**config.mk**
```make
export PLATFORM = sky130hd
export DESIGN_NAME = muldiv_iter_unit
export DESIGN_NICKNAME = d
export VERILOG_FILES = /design/src/rtl/muldiv_iter_unit.sv
export SDC_FILE = /design/constraint.sdc
export NUM_CORES = 1
export LEC_CHECK = 0
export CAP_MARGIN = 40
export CORE_ASPECT_RATIO = 0.6
export CORE_MARGIN = 5
export CORE_UTILIZATION = 60
export CTS_CLUSTER_SIZE = 14
export DETAILED_ROUTE_END_ITERATION = 8
export MAX_ROUTING_LAYER = met4
export PLACE_DENSITY = 0.81
export SLEW_MARGIN = 15
export SYNTH_ARGS = -nofsm -noshare
export SYNTH_HDL_FRONTEND = slang
export SYNTH_SLANG_ARGS = --single-unit
```
**constraint.sdc**
```tcl
create_clock -name clk -period 4.63 [get_ports clk]
set_input_delay 0.463 -clock clk [delete_from_list [all_inputs] [get_ports clk]]
set_output_delay 0.463 -clock clk [all_outputs]
set_load 0.05 [all_outputs]
```
**src/rtl/muldiv_iter_unit.sv**
```systemverilog
// ============================================================================
//  Module   : muldiv_iter_unit
//  Purpose  : Iterative RV32M multiply/divide unit (shift-add / restoring).
//  Revision : 1.0 - initial release
// ============================================================================
`default_nettype none

module muldiv_iter_unit #(
    parameter int          XLEN      = 32,
    parameter logic [4:0]  OP_MUL    = 5'b00010,
    parameter logic [4:0]  OP_MULH   = 5'b00011,
    parameter logic [4:0]  OP_MULHSU = 5'b00100,
    parameter logic [4:0]  OP_MULHU  = 5'b00101,
    parameter logic [4:0]  OP_DIV    = 5'b00110,
    parameter logic [4:0]  OP_DIVU   = 5'b00111,
    parameter logic [4:0]  OP_REM    = 5'b01000,
    parameter logic [4:0]  OP_REMU   = 5'b01001
) (
    input  logic            clk,
    input  logic            rst,
    input  logic            start,
    input  logic            kill,
    input  logic [4:0]      alu_ctl,
    input  logic [XLEN-1:0] op_a,
    input  logic [XLEN-1:0] op_b,
    output logic            busy,
    output logic            done,
    output logic [XLEN-1:0] result
);

    localparam int CW = $clog2(XLEN);
    localparam logic [CW-1:0] C_LAST = CW'(XLEN - 1);

    typedef enum logic [1:0] {
        S_IDLE   = 2'd0,
        S_RUN    = 2'd1,
        S_FINISH = 2'd2
    } state_t;

    state_t            r_state;
    state_t            w_next;
    logic [CW-1:0]     r_count;
    logic [4:0]        r_op;
    logic              r_is_div;
    logic              r_neg;
    logic              r_div0;
    logic [XLEN-1:0]   r_acc;
    logic [XLEN-1:0]   r_lo;
    logic [XLEN-1:0]   r_mcand;
    logic [XLEN-1:0]   r_result;

    logic              w_accept;
    logic              w_a_signed;
    logic              w_b_signed;
    logic              w_a_neg;
    logic              w_b_neg;
    logic              w_is_div;
    logic [XLEN-1:0]   w_mag_a;
    logic [XLEN-1:0]   w_mag_b;
    logic [XLEN:0]     w_mul_sum;
    logic [XLEN:0]     w_shift;
    logic [XLEN:0]     w_trial;
    logic [2*XLEN-1:0] w_prod_s;
    logic [XLEN-1:0]   w_quo_s;
    logic [XLEN-1:0]   w_rem_s;
    logic [XLEN-1:0]   w_final;

    assign w_accept   = (r_state == S_IDLE) && start && !kill
                        && (alu_ctl >= OP_MUL) && (alu_ctl <= OP_REMU);
    assign w_is_div   = (alu_ctl >= OP_DIV);
    assign w_a_signed = (alu_ctl == OP_MULH) || (alu_ctl == OP_MULHSU)
                        || (alu_ctl == OP_DIV) || (alu_ctl == OP_REM);
    assign w_b_signed = (alu_ctl == OP_MULH) || (alu_ctl == OP_DIV) || (alu_ctl == OP_REM);
    assign w_a_neg    = w_a_signed && op_a[XLEN-1];
    assign w_b_neg    = w_b_signed && op_b[XLEN-1];
    assign w_mag_a    = w_a_neg ? -op_a : op_a;
    assign w_mag_b    = w_b_neg ? -op_b : op_b;

    // Multiply: {r_acc, r_lo} is the product register, multiplier enters in r_lo.
    assign w_mul_sum  = {1'b0, r_acc} + (r_lo[0] ? {1'b0, r_mcand} : {(XLEN+1){1'b0}});
    // Divide: r_lo shifts the dividend out and the quotient in.
    assign w_shift    = {r_acc, r_lo[XLEN-1]};
    assign w_trial    = w_shift - {1'b0, r_mcand};

    assign w_prod_s   = r_neg ? -{r_acc, r_lo} : {r_acc, r_lo};
    assign w_quo_s    = r_neg ? -r_lo  : r_lo;
    assign w_rem_s    = r_neg ? -r_acc : r_acc;

    always_comb begin
        w_final = '0;
        case (r_op)
            OP_MUL:                       w_final = w_prod_s[XLEN-1:0];
            OP_MULH, OP_MULHSU, OP_MULHU: w_final = w_prod_s[2*XLEN-1:XLEN];
            OP_DIV, OP_DIVU:              w_final = r_div0 ? '1 : w_quo_s;
            OP_REM, OP_REMU:              w_final = w_rem_s;
            default:                      w_final = '0;
        endcase
    end

    always_ff @(posedge clk) begin
        if (rst) r_state <= S_IDLE;
        else     r_state <= w_next;
    end

    always_comb begin
        w_next = r_state;
        case (r_state)
            S_IDLE:   if (w_accept) w_next = S_RUN;
            S_RUN:    if (kill) w_next = S_IDLE;
                      else if (r_count == C_LAST) w_next = S_FINISH;
            S_FINISH: w_next = S_IDLE;
            default:  w_next = S_IDLE;
        endcase
    end

    always_ff @(posedge clk) begin
        if (rst) begin
            r_count  <= '0;
            r_op     <= '0;
            r_is_div <= 1'b0;
            r_neg    <= 1'b0;
            r_div0   <= 1'b0;
            r_acc    <= '0;
            r_lo     <= '0;
            r_mcand  <= '0;
            r_result <= '0;
        end else if (w_accept) begin
            r_count  <= '0;
            r_op     <= alu_ctl;
            r_is_div <= w_is_div;
            r_neg    <= ((alu_ctl == OP_REM) || (alu_ctl == OP_REMU)) ? w_a_neg
                                                                      : (w_a_neg ^ w_b_neg);
            r_div0   <= (op_b == '0);
            r_acc    <= '0;
            r_lo     <= w_is_div ? w_mag_a : w_mag_b;
            r_mcand  <= w_is_div ? w_mag_b : w_mag_a;
        end else if (r_state == S_RUN) begin
            r_count <= kill ? '0 : r_count + 1'b1;
            if (r_is_div) begin
                if (!w_trial[XLEN]) begin
                    r_acc <= w_trial[XLEN-1:0];
                    r_lo  <= {r_lo[XLEN-2:0], 1'b1};
                end else begin
                    r_acc <= w_shift[XLEN-1:0];
                    r_lo  <= {r_lo[XLEN-2:0], 1'b0};
                end
            end else begin
                r_acc <= w_mul_sum[XLEN:1];
                r_lo  <= {w_mul_sum[0], r_lo[XLEN-1:1]};
            end
        end else if (done) begin
            r_result <= w_final;
        end
    end

    // A kill during FINISH still has to suppress done and the result update.
    assign busy   = (r_state != S_IDLE);
    assign done   = (r_state == S_FINISH) && !kill;
    assign result = done ? w_final : r_result;

endmodule

`default_nettype wire

```
# After elaboration in Yosys (flattened, before gate mapping)

Index checks and enable logic that the tools add are counted.

Bits in registers: 143
Input bits: 73
Output and inout port bits: 34
Word-level logic and storage cells: 89

Add/subtract/negate cells: 8
Magnitude comparators: 3
Equality and inequality tests: 18
Multiplexer cells: 23
Bitwise gates (word level): 3
Reduce and logical (&&, ||, !) cells: 24

Operators with widths:

| operator            | count |
|---|---|
| $mux 32             | 14 |
| $neg 32->32         | 4 |
| $pmux 32 s4         | 1 |
| $mux 64             | 1 |
| $neg 64->64         | 1 |
| $add 32x32->33      | 1 |
| $sub 33x32->33      | 1 |
| $logic_not 32->1    | 1 |
| $eq 5x3->1 const B  | 6 |
| $eq 5x4->1 const B  | 4 |
| $eq 5x2->1 const B  | 3 |
| $logic_and 1x1->1   | 7 |
| $logic_or 1x1->1    | 6 |
| $mux 2              | 3 |
| $reduce_or 2->1     | 3 |
| $add 5x1->5 const B | 1 |
| $eq 5x5->1 const B  | 1 |
| $ge 5x2->1 const B  | 1 |
| $ge 5x3->1 const B  | 1 |
| $le 5x4->1 const B  | 1 |
| $mux 5              | 1 |
| $pmux 2 s2          | 1 |
| $reduce_and 2->1    | 2 |
| $reduce_bool 2->1   | 2 |
| other kinds (10)    | 12 |

# Logic depth before layout (Yosys ltp)

Depth after elaboration: 8
Gate-level depth with buffers: 15
Gate-level depth less buffers: 12

# Worst setup path after synthesis

Ideal clock, no wire load.

Path kind: reg-to-output
Start: register r_lo[15]
End: output result[6]
Arrival: 3387 ps
Data required time: 4167 ps
Path slack: 780 ps
Stages on the path, launching flop included: 9
Buffers on the path: 1
Path through: dfxtp_1 > buf_2 > or4_4 > nor4_4 > nand4_1 > o31a_1 > o41ai_1 > a21oi_1 > o31ai_1

Word-level cells in the longest chain between the ends: 4

RTL lines:

| element                  | line | RTL |
|---|---|---|
| start: declaration       | 48   | `logic [XLEN-1:0] r_lo;` |
| start signal: assignment | 135  | `r_lo <= w_is_div ? w_mag_a : w_mag_b;` |
| start signal: assignment | 142  | `r_lo <= {r_lo[XLEN-2:0], 1'b1};` |
| start signal: assignment | 145  | `r_lo <= {r_lo[XLEN-2:0], 1'b0};` |
| $neg 64->64              | 85   | `assign w_prod_s = r_neg ? -{r_acc, r_lo} : {r_acc, r_lo};` |
| $mux 64                  | 85   |  |
| $pmux 32 s4              | 91   | `case (r_op)` |
| $mux 32                  | --   |  |
| end: declaration         | 28   | `output logic [XLEN-1:0] result` |

No other way between the ends.

# Final worst setup path

Start: register r_lo[0]
End: output result[16]

Word-level cells in the longest chain between the ends: 5
Elaborated cells on any way between the ends: 7
Classes of those cells: add/sub: 2; mux: 5

RTL lines:

| element         | line | RTL |
|---|---|---|
| $neg 32->32     | 86   | `assign w_quo_s = r_neg ? -r_lo : r_lo;` |
| $mux 32         | 86   |  |
| $mux 32         | 94   | `OP_DIV, OP_DIVU: w_final = r_div0 ? '1 : w_quo_s;` |
| $pmux 32 s4 (*) | 91   |  |
| $mux 32 (*)     | --   |  |

Every way passes the cells marked *; elsewhere a longest branch is shown, timed or not.

==> impl_metrics.csv <==
group,metric,value,unit
global_route,grt_pass1_vias,15000,
route,via_per_inst,7.19,
final_layout,area_growth_syn_to_layout,14.8,%
final_layout,fin_nets,2148,
worst_hold_path,min_to,"r_result[11]",
worst_hold_path,hold_class,"flip-flop to flip-flop",
sta,max_slew_margin,0.377,
sta,fmax,224,MHz
floorplan,std_cell_rows,43,
power,power_density,253,mW/mm^2
setup_path,critPathMaxFanout,12,
route,drt-initial-drc-count,3157,
setup_path,critPathArrivalTime,4000,ps
yosys,syn-num-nets,2126,
clocking,cts_tree,"yes",
setup_path,rr_worst_depth,13,
sta,fin_crit,4460,ps
final_layout,drive_gt1_frac,0.0829,
yosys,synthArstFlopShare,0,
placed_design,place.gp.congestion,1.07,
worst_hold_path,holdPathStages,2,
floorplan,fp.dieW,210,um
final_layout,fillers,1877,
yosys,yosysWarnings,0,
floorplan,io_pins,107,
global_route,antenna_found_initial,0,
yosys,synth_top_area_share,0.199,
run_status,status,"complete, but fails checks",
yosys,synth_cells,1981,
sta,rsz0062_at_grt,"no",
floorplan,initial_core_util,0.617,
clocking,cts_made_buffers,17,
setup_path,rr_endpoint,"r_acc[31]",
sta,finalHoldViolations,0,
final_layout,postLayoutCoreUtil,0.708,
sta,slew_viol_final,0,
setup_path,crit_type,"flip-flop to output port",
clocking,cts_buffer_depth,2,
yosys,netlist_area,0.0144,sq mm
sta,final-setup-viol-count,0,
clocking,cts.sinks,143,
sta,fin_crit_sh,0.964,
floorplan,core,0.0233,sq mm
placed_design,port_buffers,106,
floorplan,fp.dieH,130,um
sta,worst_pin_slew,924,ps
global_route,grtUsageTotal,0.417,
setup_path,end_kind,"output port",
global_route,gr-total-overflow,0,
yosys,ys_seq_elements,143,
yosys,synth.area.top_cells,"dfxtp_1 20%, ha_1 6.1%, a21oi_1 5.7%",
yosys,yosysSeqAreaShare,0.199,
job,drv_cap,0,
placed_design,hpwl,43900,um
setup_path,start_kind,"flip-flop",
setup_path,rr_startpoint,"r_lo[0]",
route,totalWireLength,57600,um
yosys,ys.flop_type,"dfxtp_1",
route,drc,1,
yosys,synth_cell_types,84,
floorplan,dieArea,0.0273,sq mm
sta,fin_skew,10.3,ps
final_layout,antenna_cells,0,
route,firstDrtPassIters,9,
worst_hold_path,hold_start,"r_result[11]",
global_route,grt_max_degree,63,
run_status,violations,"design-rule violations",
yosys,synth_edf_count,0,
yosys,post_synth.cell_area_avg,7.27,sq um
clocking,htreeDepth,4,
yosys,yosysTopAreaCell,"dfxtp_1",
clocking,clk_pin_slew,60,ps
clocking,root_buffer,"clkbuf_16",
power,ir_worst_vdd,0.233,mV
clocking,clock_latency,460,ps
setup_path,r2r_setup_slack,590,ps
clocking,post-cts-setup-buffer-count,0,
route,routedWlPerCell,24.7,um
setup_path,cp.required,4170,ps
sta,setup-tns-final,0,ps
power,power.leakage,6.30,nW
route,via_count,16700,
global_route,grt_pass1_wl,87100,um
route,ant_nets,0,
## state kept, by name, indices dropped and copies added, names as in the netlist
signal,flops
r_acc,32
r_lo,32
r_mcand,32
r_result,32
r_count,5
r_op,5
r_state,2
r_div0,1
r_is_div,1
r_neg,1
## cell usage in the layout, fill, tap and decap left out, types with 16 or more instances in the layout
master	netlist	layout
a211oi_1	32	32
a21o_1	30	30
a21oi_1	165	165
a221oi_1	30	30
a222oi_1	29	29
a31oi_1	34	34
and2_1	18	18
buf_12	0	22
buf_4	0	65
clkbuf_16	0	17
clkdlybuf4s50_1	0	73
dfxtp_1	143	141
ha_1	70	70
inv_1	58	58
mux2i_1	42	42
nand2_1	150	150
nand2b_1	24	24
nand3_1	36	36
nor2_1	216	213
nor2b_1	31	30
nor3_1	74	74
o211ai_1	19	19
o21a_1	16	16
o21ai_0	111	111
o221ai_1	27	27
o31ai_1	35	35
o41ai_1	21	21
or3_1	16	16
or4_1	19	19
xnor2_1	94	94
xor2_1	85	85
## report_power, final
part / switching, mW / leakage (nW) / internal (mW)
Combinational: 0.850 / 4.85 / 0.487
Clock: 0.599 / 0.295 / 0.926
Sequential: 0.0646 / 1.16 / 1.26
Total: 1.51 / 6.30 / 2.68
## layout make-up
class	instances	area, sq um	area share
Timing Repair Buffer	162	1680	0.102
Multi-Input combinational cell	1620	10800	0.650
Tap cell	315	394	0.0238
Clock buffer	21	460	0.0278
Clock inverter	10	161	0.00976
Sequential cell	143	2870	0.173
Inverter	59	221	0.0134
## repair_timing
item / 4_1_cts / 5_1_grt
hold buffers: 0 / 0
gates resized for setup: 0 / 1
endpoints found under the setup margin: 0 / 2
## metrics by stage
step	std cells	hold WS [ps]	power (mW)	area (sq um)	worst slack, ps
2_1_floorplan	1981	432	2.17	14400	780
3_3_place_gp	2296	445	2.58	15900	827
3_5_place_dp	2298	452	2.60	15900	760
4_1_cts	2329	463	4.10	16500	276
5_1_grt	2330	498	4.30	16500	32.9
6_report	2330	471	4.19	16500	167
## how the worst max path moves through the flow
stage / cells after the start / start / slack [ps] / to
5_1_grt: 9 / r_lo[8] / 30 / result[16]
2_1_floorplan: 8 / r_lo[15] / 780 / result[6]
4_1_cts: 11 / r_acc[0] / 280 / result[18]
3_3_place_gp: 9 / alu_ctl[3] / 830 / r_lo[24]
3_5_place_dp: 10 / op_b[8] / 760 / r_lo[30]
6_report: 11 / r_lo[0] / 170 / result[16]
## critical path, stage by stage, from the launching register on
cell	delay, ps
dfxtp_1	340
inv_1	370
ha_1	300
nor2b_1	180
and3_1	250
nand4_1	290
o31a_1	480
o41ai_2	340
a21oi_1	130
a211oi_1	420
a221o_1	230
buf_4	210
## Yosys cell counts (7+ instances only)
cell / count
and2_1: 18
o21ai_0: 111
nand2_1: 150
a221o_1: 7
o21ai_1: 11
a21oi_1: 165
and3_1: 14
nor4_1: 16
nor2_1: 216
o31ai_1: 35
buf_2: 7
o21a_1: 16
a222oi_1: 29
nor3_1: 74
xor2_1: 85
a221oi_1: 30
nand4_1: 15
or3_1: 16
mux2i_1: 42
o221ai_1: 27
nor2b_1: 31
a31oi_1: 34
o21bai_1: 11
ha_1: 70
nand2b_1: 24
dfxtp_1: 143
or4_1: 19
a2111oi_0: 7
xnor2_1: 94
or2_2: 10
o41ai_1: 21
inv_1: 58
a211oi_1: 32
buf_1: 7
a21o_1: 30
o211ai_1: 19
clkbuf_1: 144
nand3_1: 36
## per-layer routing
metal  global-route usage  up-vias  part of all wire
li1                     -     7413                 -
met4                0.139        0             0.038
met2                0.547     1320              0.38
met3                0.140      182              0.16
met5                    -        -                 0
met1                0.593     7830              0.42
## logic make-up after synthesis
kind of cell	Yosys count	share of synthesized area
flops	143	0.199
mux	46	0.0323
simple gates	672	0.230
buf+inv	218	0.0575
compound gates	651	0.309
fa+ha+maj	72	0.0636
xor+xnor	179	0.109
Note: power is estimated with default switching activity, not from simulation.
